===== config.mk =====
export PLATFORM = sky130hd
export DESIGN_NAME = list_fetch_ctrl_flat
export DESIGN_NICKNAME = d
export VERILOG_FILES = /design/src/rtl/list_fetch_ctrl_if.sv /design/src/rtl/list_fetch_ctrl.sv /design/src/flat_wrapper.sv
export SDC_FILE = /design/constraint.sdc
export NUM_CORES = 1
export LEC_CHECK = 0
export CAP_MARGIN = 15
export CORE_MARGIN = 3
export CORE_UTILIZATION = 55
export CTS_CLUSTER_SIZE = 12
export DETAILED_ROUTE_END_ITERATION = 10
export PLACE_DENSITY = 0.85
export SLEW_MARGIN = 10
export SYNTH_ARGS = -nofsm -noshare
export SYNTH_HDL_FRONTEND = slang
export SYNTH_SLANG_ARGS = --single-unit

===== constraint.sdc =====
create_clock -name clk_i -period 4.68 [get_ports clk_i]
set_clock_uncertainty 0.15 [all_clocks]
set_input_delay 0.468 -clock clk_i [delete_from_list [all_inputs] [get_ports clk_i]]
set_output_delay 0.468 -clock clk_i [all_outputs]
set_load 0.005 [all_outputs]

===== src/rtl/list_fetch_ctrl_if.sv =====
// Command, read-port and list_cache signals of list_fetch_ctrl.
// slave = the fetch controller; master = whoever drives commands and memory responses.
interface list_fetch_ctrl_if #(
  parameter int TYPE_WIDTH = 32,
  parameter int ADDR_WIDTH = 32,
  parameter int LEN_WIDTH  = 16
);
  logic                  start;
  logic [ADDR_WIDTH-1:0] base_addr;
  logic [LEN_WIDTH-1:0]  list_len;
  logic                  busy;
  logic                  done;
  logic                  err;
  logic                  rd_req_valid;
  logic                  rd_req_ready;
  logic [ADDR_WIDTH-1:0] rd_req_addr;
  logic                  rd_resp_valid;
  logic [TYPE_WIDTH-1:0] rd_resp_data;
  logic [TYPE_WIDTH-1:0] list_in;
  logic                  list_next_ready;
  logic                  arg_received;

  modport slave (
    input  start, base_addr, list_len, rd_req_ready, rd_resp_valid, rd_resp_data, arg_received,
    output busy, done, err, rd_req_valid, rd_req_addr, list_in, list_next_ready
  );

  modport master (
    output start, base_addr, list_len, rd_req_ready, rd_resp_valid, rd_resp_data, arg_received,
    input  busy, done, err, rd_req_valid, rd_req_addr, list_in, list_next_ready
  );
endinterface


===== src/rtl/list_fetch_ctrl.sv =====
// Fetches a list of elements over the read port into list_cache, never holding more than
// BUFFER_SIZE unconsumed elements; response-to-LIST_IN latency is one cycle.
module list_fetch_ctrl #(
  parameter int TYPE_WIDTH  = 32,
  parameter int ADDR_WIDTH  = 32,
  parameter int LEN_WIDTH   = 16,
  parameter int BUFFER_SIZE = 4
) (
  input  logic               clk_i,
  input  logic               rst_ni,
  list_fetch_ctrl_if.slave   lf_if
);

  localparam int CW = LEN_WIDTH + 1;
  localparam logic [ADDR_WIDTH-1:0] STRIDE = ADDR_WIDTH'(TYPE_WIDTH / 8);
  localparam logic [CW-1:0] BUF_DEPTH = CW'(BUFFER_SIZE);

  typedef enum logic [1:0] {S_IDLE, S_FETCH, S_DRAIN, S_DONE} state_e;

  state_e                state_q, state_d;
  logic [ADDR_WIDTH-1:0] addr_q, addr_d;
  logic [CW-1:0]         len_q, len_d;
  logic [CW-1:0]         req_q, req_d;
  logic [CW-1:0]         resp_q, resp_d;
  logic [CW-1:0]         cons_q, cons_d;
  logic                  err_q, err_d;
  logic [TYPE_WIDTH-1:0] data_q, data_d;
  logic                  nrdy_q, nrdy_d;

  logic          active;
  logic [CW-1:0] outstanding;
  logic          req_vld;
  logic          req_fire;
  logic          resp_fire;
  logic          resp_err;
  logic          arg_fire;
  logic          arg_err;

  assign active      = (state_q == S_FETCH) || (state_q == S_DRAIN);
  assign outstanding = req_q - cons_q;
  // VALID depends only on registered state; nothing but an accept can drop it once raised.
  assign req_vld     = (state_q == S_FETCH) && (req_q < len_q) && (outstanding < BUF_DEPTH);
  assign req_fire    = req_vld && lf_if.rd_req_ready;
  assign resp_fire   = active && lf_if.rd_resp_valid && (resp_q < req_q);
  assign resp_err    = active && lf_if.rd_resp_valid && (resp_q == req_q);
  assign arg_fire    = active && lf_if.arg_received && (cons_q < resp_q);
  assign arg_err     = lf_if.arg_received && !arg_fire;

  always_comb begin
    state_d = state_q;
    addr_d  = addr_q;
    len_d   = len_q;
    req_d   = req_q;
    resp_d  = resp_q;
    cons_d  = cons_q;
    err_d   = err_q;
    data_d  = data_q;
    nrdy_d  = 1'b0;

    case (state_q)
      S_IDLE: begin
        if (lf_if.start) begin
          err_d   = 1'b0;
          addr_d  = lf_if.base_addr;
          len_d   = CW'(lf_if.list_len);
          req_d   = '0;
          resp_d  = '0;
          cons_d  = '0;
          state_d = (lf_if.list_len != '0) ? S_FETCH : S_DONE;
        end
      end
      S_FETCH: if (req_q == len_q) state_d = S_DRAIN;
      S_DRAIN: if ((resp_q == len_q) && (cons_q == len_q)) state_d = S_DONE;
      S_DONE:  state_d = S_IDLE;
      default: state_d = S_IDLE;
    endcase

    if (req_fire) begin
      req_d  = req_q + 1'b1;
      addr_d = addr_q + STRIDE;
    end
    if (resp_fire) begin
      resp_d = resp_q + 1'b1;
      data_d = lf_if.rd_resp_data;
      nrdy_d = 1'b1;
    end
    if (arg_fire) cons_d = cons_q + 1'b1;
    if (resp_err || arg_err) err_d = 1'b1;
  end

  always_ff @(posedge clk_i or negedge rst_ni) begin
    if (!rst_ni) begin
      state_q <= S_IDLE;
      addr_q  <= '0;
      len_q   <= '0;
      req_q   <= '0;
      resp_q  <= '0;
      cons_q  <= '0;
      err_q   <= 1'b0;
      data_q  <= '0;
      nrdy_q  <= 1'b0;
    end else begin
      state_q <= state_d;
      addr_q  <= addr_d;
      len_q   <= len_d;
      req_q   <= req_d;
      resp_q  <= resp_d;
      cons_q  <= cons_d;
      err_q   <= err_d;
      data_q  <= data_d;
      nrdy_q  <= nrdy_d;
    end
  end

  assign lf_if.busy            = active;
  assign lf_if.done            = (state_q == S_DONE);
  assign lf_if.err             = err_q;
  assign lf_if.rd_req_valid    = req_vld;
  assign lf_if.rd_req_addr     = addr_q;
  assign lf_if.list_in         = data_q;
  assign lf_if.list_next_ready = nrdy_q;

endmodule


===== src/flat_wrapper.sv =====
// flat-port wrapper written by rule: the top's interface ports become plain ports
module list_fetch_ctrl_flat 
#(
  parameter int TYPE_WIDTH  = 32,
  parameter int ADDR_WIDTH  = 32,
  parameter int LEN_WIDTH   = 16,
  parameter int BUFFER_SIZE = 4
)
  (clk_i, rst_ni, lf_if_start, lf_if_base_addr, lf_if_list_len, lf_if_rd_req_ready, lf_if_rd_resp_valid, lf_if_rd_resp_data, lf_if_arg_received, lf_if_busy, lf_if_done, lf_if_err, lf_if_rd_req_valid, lf_if_rd_req_addr, lf_if_list_in, lf_if_list_next_ready);
  list_fetch_ctrl_if #(.TYPE_WIDTH(TYPE_WIDTH), .ADDR_WIDTH(ADDR_WIDTH), .LEN_WIDTH(LEN_WIDTH)) lf_if_i ();
  input  logic clk_i;
  input  logic rst_ni;
  input wire logic [$bits(lf_if_i.start)-1:0] lf_if_start;
  input wire logic [$bits(lf_if_i.base_addr)-1:0] lf_if_base_addr;
  input wire logic [$bits(lf_if_i.list_len)-1:0] lf_if_list_len;
  input wire logic [$bits(lf_if_i.rd_req_ready)-1:0] lf_if_rd_req_ready;
  input wire logic [$bits(lf_if_i.rd_resp_valid)-1:0] lf_if_rd_resp_valid;
  input wire logic [$bits(lf_if_i.rd_resp_data)-1:0] lf_if_rd_resp_data;
  input wire logic [$bits(lf_if_i.arg_received)-1:0] lf_if_arg_received;
  output wire logic [$bits(lf_if_i.busy)-1:0] lf_if_busy;
  output wire logic [$bits(lf_if_i.done)-1:0] lf_if_done;
  output wire logic [$bits(lf_if_i.err)-1:0] lf_if_err;
  output wire logic [$bits(lf_if_i.rd_req_valid)-1:0] lf_if_rd_req_valid;
  output wire logic [$bits(lf_if_i.rd_req_addr)-1:0] lf_if_rd_req_addr;
  output wire logic [$bits(lf_if_i.list_in)-1:0] lf_if_list_in;
  output wire logic [$bits(lf_if_i.list_next_ready)-1:0] lf_if_list_next_ready;
  assign lf_if_i.start = lf_if_start;
  assign lf_if_i.base_addr = lf_if_base_addr;
  assign lf_if_i.list_len = lf_if_list_len;
  assign lf_if_i.rd_req_ready = lf_if_rd_req_ready;
  assign lf_if_i.rd_resp_valid = lf_if_rd_resp_valid;
  assign lf_if_i.rd_resp_data = lf_if_rd_resp_data;
  assign lf_if_i.arg_received = lf_if_arg_received;
  assign lf_if_busy = lf_if_i.busy;
  assign lf_if_done = lf_if_i.done;
  assign lf_if_err = lf_if_i.err;
  assign lf_if_rd_req_valid = lf_if_i.rd_req_valid;
  assign lf_if_rd_req_addr = lf_if_i.rd_req_addr;
  assign lf_if_list_in = lf_if_i.list_in;
  assign lf_if_list_next_ready = lf_if_i.list_next_ready;
  list_fetch_ctrl #(.TYPE_WIDTH(TYPE_WIDTH), .ADDR_WIDTH(ADDR_WIDTH), .LEN_WIDTH(LEN_WIDTH), .BUFFER_SIZE(BUFFER_SIZE)) u_core (.clk_i(clk_i), .rst_ni(rst_ni), .lf_if(lf_if_i));
endmodule

Word-level counts from Yosys, hierarchy flattened
Index checks and enable logic that the tools add are counted.
{"block": "word_totals", "register_bits": 135, "elab_cells": 74, "inputBits": 86}
{"block": "op_classes", "n_addsub": 5, "eq_ne": 10, "muxes": 17, "n_reduce_logical": 29, "n_lt_le_gt_ge": 4}
{"op": "$mux 32", "n": 3}
{"op": "$mux 17", "n": 5}
{"op": "$add 17x1->17 const B", "n": 3}
{"op": "$eq 17x16->1", "n": 3}
{"op": "$lt 17x17->1", "n": 2}
{"op": "$add 32x3->32 const B", "n": 1}
{"op": "$eq 17x17->1", "n": 1}
{"op": "$lt 17x16->1", "n": 1}
{"op": "$lt 17x3->1 const B", "n": 1}
{"op": "$sub 17x17->17", "n": 1}
{"op": "$reduce_bool 16->1", "n": 1}
{"op": "$reduce_bool 2->1", "n": 8}
{"op": "$logic_and 1x1->1", "n": 10}
{"op": "$reduce_and 2->1", "n": 5}
{"op": "$mux 2", "n": 4}
{"op": "$pmux 2 s4", "n": 1}
{"op": "$ne 2x2->1 const B", "n": 3}
{"op": "$eq 2x2->1 const B", "n": 2}
{"op": "$mux 1", "n": 4}
{"op": "$reduce_and 3->1", "n": 1}
{"op": "$eq 2x1->1 const B", "n": 1}
{"op": "$logic_not 2->1", "n": 1}
{"op": "$logic_or 1x1->1", "n": 2}
{"op": "$logic_not 1->1", "n": 1}

Logic depth before layout (Yosys ltp)
{"block": "depth", "ltp_word": 9, "depth_mapped": 15}

Worst setup path before layout
No wires, ideal clock.
{"block": "synth_path", "kind": "register to register", "startpoint": "register u_core.cons_q[12]", "endpoint": "register u_core.addr_q[25] (netlist: u_core.lf_if.rd_req_addr[25])", "path_slack_ps": 1218, "path_buffers": 2, "stages_incl_launch_ff": 14, "arrival_ps": 3226, "cell_sequence": "dfrtp_1 -> inv_1 -> ha_1 -> buf_2 -> a21oi_2 -> o21ai_0 -> a2111oi_0 -> o2111ai_1 -> or4_4 -> nor4_4 -> and3_4 -> buf_12 -> mux2_2 -> nor3_1"}
{"block": "synth_between", "elab_chain_len": 6, "elab_cells_between_ends": 8}
{"item": "from (decl)", "line_no": "list_fetch_ctrl.sv:25", "text": "logic [CW-1:0] cons_q, cons_d;"}
{"item": "from (signal assigned)", "line_no": "list_fetch_ctrl.sv:108", "text": "cons_q <= cons_d;"}
{"item": "$sub 17x17->17 (*)", "line_no": "list_fetch_ctrl.sv:40", "text": "assign outstanding = req_q - cons_q;"}
{"item": "$lt 17x3->1 (*)", "line_no": "list_fetch_ctrl.sv:42", "text": "assign req_vld = (state_q == S_FETCH) && (req_q < len_q) && (outstanding < BUF_DEPTH);"}
{"item": "$logic_and 1x1->1 (*)", "line_no": "list_fetch_ctrl.sv:42"}
{"item": "$logic_and 1x1->1 (*)", "line_no": "list_fetch_ctrl.sv:43", "text": "assign req_fire = req_vld && lf_if.rd_req_ready;"}
{"item": "$reduce_bool 2->1 (no line)"}
{"item": "$reduce_and 2->1 (no line)"}
{"item": "to (signal assigned)", "line_no": "list_fetch_ctrl.sv:104", "text": "addr_q <= addr_d;"}
{"item": "to (decl)", "line_no": "list_fetch_ctrl.sv:21", "text": "logic [ADDR_WIDTH-1:0] addr_q, addr_d;"}
Mark *: on every way between the ends. The rest lies on a longest branch, timed or not.
A chain may end at the register's enable or synchronous reset.

Worst setup path in the final report
{"block": "layout_path", "startpoint": "register u_core.cons_q[10]", "endpoint": "output lf_if_rd_req_valid"}
{"block": "layout_between", "elab_chain_len": 3}
{"item": "$sub 17x17->17", "line_no": "list_fetch_ctrl.sv:40"}
{"item": "$lt 17x3->1", "line_no": "list_fetch_ctrl.sv:42"}
{"item": "$logic_and 1x1->1", "line_no": "list_fetch_ctrl.sv:42"}
{"item": "to (decl)", "line_no": "flat_wrapper.sv:23", "text": "output wire logic [$bits(lf_if_i.rd_req_valid)-1:0] lf_if_rd_req_valid;"}
Every way passes these cells.

==> metrics <==
routed vias=about 9,300; max-slew violations=0; Non-Filler Instances=between 1,500 and 2,000; post-synth top area share=0.3595; RSZ-0062 raised after global routing=no; Hold Fails Final Rpt=25; Yosys cell types=69; layout cells sized above 1=0.04726; Syn Std Cell Area=~9400 um^2; Skew-Pair Late Insertion Delay=0.43 ns; Area Growth Syn to Fin=24.31%; final hold slack=-0.04187 ns; Detailed Place HPWL=19.99 mm; DR vias/cell=6.037; Starting Density=0.5647; post-route minimum period=4.264 ns; Syn Nets=1,316; leakage=5.352 nW; drt first-iter violations=987; worst-path fanout max=9; most frequent cells in the layout=nand2_1 (209), clkdlybuf4s50_1 (153), dfrtp_1 (135); CP cell instances=inv_1, ha_1, and4_1, nand3_1, nor4_1, nor3_1, nor4_1, nand4_1, nor3b_1, clkdlybuf4s50_1; CTS Sinks=135; largest net degree at the start of global routing=between 90 and 100; post_cts resized=0; Max-Cap Viols=0; TritonCTS buffer count=17; Synth Warn #=0; final setup vio count=0; asr flop ratio synth=1.000; TritonCTS clock tree=built; CTS max path bufs=2; failing checks=negative hold slack; top post-synthesis cells by area=dfrtp_1 (36%), ha_1 (9.6%), nand2_1 (8.3%), o21ai_0 (5.1%), inv_1 (3.3%); vias in the first global route=about 8,800; GRT Util Overall=0.2962; post-synth top area cell=dfrtp_1; Critical Path RT=4.06 ns; crit end category=primary output; Cell Pwr Density=approximately 480 nW/um^2; Seq cells post-synth=135; WP buf/inv=2; total power=about 5.6 mW; prevailing post-synth register cell=dfrtp_1; placed insts=roughly 1,500; status=finished, violations left; Die Y=136.7 um; die width=between 100 and 150 um; area of the multi-input gates=5507 um^2; CTS hold repair buffers=0; critical path's slowest cell=clkdlybuf4s50_1; Setup Crit Path Kind=register to primary output; setup ws final=0.4157 ns; Routability Congestion=0.9531; Hold Crit Class=input pin to async pin; most common cell after layout, fill and taps aside=nand2_1; # port buffers=154; critical path startpoint category=register; CTS H-tree depth=4; fillers=1,305; Placeable Area=16,640 um^2; register area share after synthesis=0.3595; synthesized instance count=1,158; nets@finish=1,459; first-pass GRT wire length=roughly 44 mm; Critical Path AT=3.65 ns; grt total ovfl=0; Clock Root Buffer=clkbuf_16; IO Count=155; DRC Markers=0; dpl ws=0.6044 ns; antenna-violating nets left=0; Syn Area/Cell=approximately 8.1 um^2; Tcrit/Tclk final=0.9112; most frequent CP cell=nor4_1; Post-synth EDFFs=0; Avg WL per Cell=17.57 um; relative slew slack=0.2776; slowest stage delay, CP=0.53 ns; initial antenna violation count=0; Post-CTS Setup Bufs=0; Rows=47; post-route setup TNS=0 ns; total wire length=26.94 mm; critical path's top delay family=simple AND/OR/NAND/NOR gates; Fmax achieved=0.2345 GHz; Reg area=3378 um^2; Worst-Margin Slew=1.080 ns; Max IR drop VDD=346.6 uV; CTS clk-pin slew, worst paths=0.06 ns; DIE AREA=roughly 19,000 um^2; Detailed Routing Iterations Pass 1=6
==> where the power goes <==
group / total [mW] / internal, mW / switching [mW]
logic: 2.34 / 1.17 / 1.17
clock network: 1.36 / 0.840 / 0.519
registers: 1.90 / 1.53 / 0.367
total: 5.59 / 3.54 / 2.05
==> layer usage <==
metal  vias to the layer above  GRT usage  wire length (um)
met3                        91    0.07022              2142
met5                         -          0                 0
met4                         0     0.1243              1018
met1                      4352     0.3977             11600
li1                       4414          -                 -
met2                       398     0.4600             12180
==> cells by family (layout without fill, tap and decap cells) <==
logic type	Yosys count	in the layout	share of synthesized area
muxes	18	18	0.02037
DFF	135	135	0.3595
adders and majority gates	72	72	0.09586
and+or+nand+nor	538	538	0.2769
other	0	1	0
buffers and inverters	120	274	0.05538
xor gates and xnor gates	11	11	0.01025
AOI/OAI and AO/OA	264	264	0.1817
==> sequential cells by signal, indices dropped and copies added (netlist names) <==
register and count:
u_core.state_q 2, u_core.lf_if.rd_req_addr 32, u_core.resp_q 17, u_core.cons_q 17, u_core.lf_if.list_next_ready 1, u_core.lf_if.list_in 32
u_core.lf_if.err 1, u_core.len_q 16, u_core.req_q 17
==> synth_stat cells (6+ instances only) <==
cell type / number
nand3_1: 47
nor2_1: 70
dfrtp_1: 135
mux2i_1: 9
and2_1: 14
o21a_1: 7
nor3b_1: 6
and3_1: 37
nor4_1: 14
o31ai_1: 13
a21o_1: 24
nor2b_1: 12
nand2b_1: 20
a21boi_0: 9
nand2_1: 209
a211oi_1: 6
o21ai_0: 95
nand4_1: 17
or3_1: 14
a211o_1: 11
xor2_1: 6
nor3_1: 56
ha_1: 72
clkbuf_1: 23
mux2_2: 9
a21oi_1: 44
a31oi_1: 11
inv_1: 82
==> final cells by class <==
type | count | area share
Multi-Input combinational cell | 903 | 0.4713
Tap cell | 220 | 0.02356
Clock buffer | 21 | 0.04113
Clock inverter | 9 | 0.009960
Inverter | 82 | 0.02635
Sequential cell | 135 | 0.2892
Timing Repair Buffer | 162 | 0.1383
Antenna cell | 1 | 0.0002142
==> path summary, 6_finish.rpt <==
| check | startpoint | end | slack [ns] | cells after the start |
|---|---|---|---|---|
| worst max register to register | u_core.cons_q[7] | u_core.lf_if.rd_req_addr[3] | 0.45 | 11 |
| min in group clk_i | u_core.lf_if.list_in[2] | u_core.lf_if.list_in[2] | 0.32 | 2 |
| worst min register to register | u_core.lf_if.list_in[2] | u_core.lf_if.list_in[2] | 0.32 | 2 |
| max in group asynchronous | rst_ni | u_core.cons_q[7] | 3.31 | 2 |
| worst max-delay path | u_core.cons_q[10] | lf_if_rd_req_valid | 0.42 | 10 |
| worst min-delay path | rst_ni | u_core.lf_if.rd_req_addr[26] | -0.04 | 1 |
==> metrics by stage <==
| stage | area (um^2) | utilization |
|---|---|---|
| 2_1_floorplan | 9398 | - |
| 3_3_place_gp | 11080 | 0.6660 |
| 3_5_place_dp | 11080 | 0.6660 |
| 4_1_cts | 11680 | 0.7018 |
| 5_1_grt | 11680 | 0.7018 |
| 6_report | 11680 | 0.7020 |
(Power assumes the default switching activity.)
==> edit (config.mk and constraints unchanged) <==
Take the reset off `addr_q` and `data_q` and load them in a clocked block of their own.
--- a/src/rtl/list_fetch_ctrl.sv
+++ b/src/rtl/list_fetch_ctrl.sv
@@ -91,25 +91,26 @@
   always_ff @(posedge clk_i or negedge rst_ni) begin
     if (!rst_ni) begin
       state_q <= S_IDLE;
-      addr_q  <= '0;
       len_q   <= '0;
       req_q   <= '0;
       resp_q  <= '0;
       cons_q  <= '0;
       err_q   <= 1'b0;
-      data_q  <= '0;
       nrdy_q  <= 1'b0;
     end else begin
       state_q <= state_d;
-      addr_q  <= addr_d;
       len_q   <= len_d;
       req_q   <= req_d;
       resp_q  <= resp_d;
       cons_q  <= cons_d;
       err_q   <= err_d;
-      data_q  <= data_d;
       nrdy_q  <= nrdy_d;
     end
+  end
+
+  always_ff @(posedge clk_i) begin
+    addr_q <= addr_d;
+    data_q <= data_d;
   end
 
   assign lf_if.busy            = active;
Formal check against the unedited RTL: not equivalent (Yosys sat finds a counterexample within 4 cycles, from zero or initial values and one cycle with rst_ni low).
==> edit against the unedited design <==
Area after synthesis fell by 2.7%. Register-to-register slack improved by 0.27 ns. Cell area fell by 0.80%. Worst hold slack better by 0.060 ns. First-iteration DRC count is 6.2% lower. Setup slack worse by 0.18 ns. Routed wire length decreased by 1.9%. Sequential cell count is the same. Total power fell by 6.2%. Clock power up 5%. Non-clock buffer count grew 1. Critical endpoint unchanged. Largest power group unchanged.
==> edit: results (changes against the unedited design) <==
* Run status: completed
* Number of synthesized flops with an enable pin at 64 (+64)
* Met1 WL at 10,720 um (-7.5%)
* DRT Pass-1 Iters at 6 (unchanged)
* Sw frac at 35.33% (-1.4 points)
* Met3 wire len at 2359 um (+10%)
* Sequential element share of the synthesized area at 40.46% (+4.5 points)
* Synth area leaders: edfxtp_1, dfrtp_1, ha_1
* Area occupied by multi-input gates at 4996 um2 (-9.3%)
* Non-filler cells, final at 1,357 (-11%)
* Synth Net Count at 1,130 (-14%)
* Reg-to-reg startpoint: u_core.cons_q[3]
* Clock power share at 27.2% (+2.9 points)
* Layout cell share with drive strength beyond 1 at 5.434% (+0.71 points)
* First-pass GRT wire length at 41,560 um (-5.3%)
* Buffer share of cell area at 14.19% (+0.36 points)
* Critical Path AT at 3.83 ns (+0.18 ns)
* Mean Syn Cell Area at 9.405 um2 (+16%)
* Largest net degree at the start of global routing at 72 (-26%)
* # Taps at 216 (-1.8%)
* Layout Nets at 1,286 (-12%)
* Sw power at 0.001854 W (-9.6%)
* CP peak stage delay at 0.62 ns (+0.09 ns)
* Post-DP HPWL at 20,020 um (+0.13%)
* Global routing usage on met3 at 4.844% (-2.2 points)
* Routability cong. at 0.9622 (+0.95%)
* Multi-input gate count at 717 (-21%)
* Via count at 8,395 (-9.3%)
* Bufs w/o clock at 163 (+0.62%)
* Final clock-cell share at 5.377% (+0.27 points)
* Slowest cell on the critical path: or4b_2
* Post-DP Area at 10,900 um2 (-1.7%)
* Grt met1 use at 38.38% (-1.4 points)
* Initial antenna violation count at 0 (unchanged)
* Vias in the first global route at 7,994 (-8.7%)
* Async set-reset flop share out of synthesis at 52.59% (-47 points)
* Inverters at 94 (+15%)
* VDD IR-drop max at 0.3611 mV (+4.2%)
* Filler cells at 1,179 (-9.7%)
* All-Layer GR Usage at 28.83% (-0.79 points)
* Max_slew headroom at 26.54% (-1.2 points)
* Register share of the cell area at 31.95% (+3.0 points)
* Hold Vio Cnt, Final at 0 (-100%)
* Placed cells at 1,323 (-12%)
* Setup slack, reg-to-reg at 0.72 ns (+0.27 ns)
* Diodes inserted at 0 (-1)
* 1st-iter DRT viols at 926 (-6.2%)
* Wire per inst at 19.47 um (+11%)
* Crit path max fanout at 6 (-3)
* Hold WS at 0.01778 ns (+0.05965 ns)
* Commonest cells in the netlist: inv_1, ha_1, dfrtp_1
* DR WL met2 at 12,470 um (+2.3%)
* Reg-to-reg endpoint: u_core.lf_if.rd_req_addr[21]
[edit: cell families after synthesis]
logic type                 Yosys count  share of synthesized area, %
and+or+nand+nor                    356                         20.41
buffers and inverters              120                         5.352
adders and majority gates           72                         9.855
xor gates and xnor gates            39                         3.737
muxes                               41                         4.927
DFF                                135                         40.46
AOI/OAI and AO/OA                  209                         15.26
[edit: worst max-delay path by stage]
stage,from,endpoint,slack [ns]
floorplan,u_core.resp_q[1],u_core.lf_if.list_in[0],1.16
finish,u_core.req_q[2],lf_if_rd_req_valid,0.23
detailed placement,u_core.cons_q[7],lf_if_rd_req_valid,0.48
global placement,u_core.cons_q[7],lf_if_rd_req_valid,0.57
global route,u_core.req_q[8],lf_if_rd_req_valid,0.01
CTS,u_core.cons_q[7],lf_if_rd_req_valid,0.05
[edit: metrics by stage]
stage	util [%]	setup slack [ns]
floorplan	-	1.165
global placement	67.87	0.5727
detailed placement	67.87	0.4791
CTS	71.75	0.04720
global route	72.17	0.01242
finish	72.17	0.2333
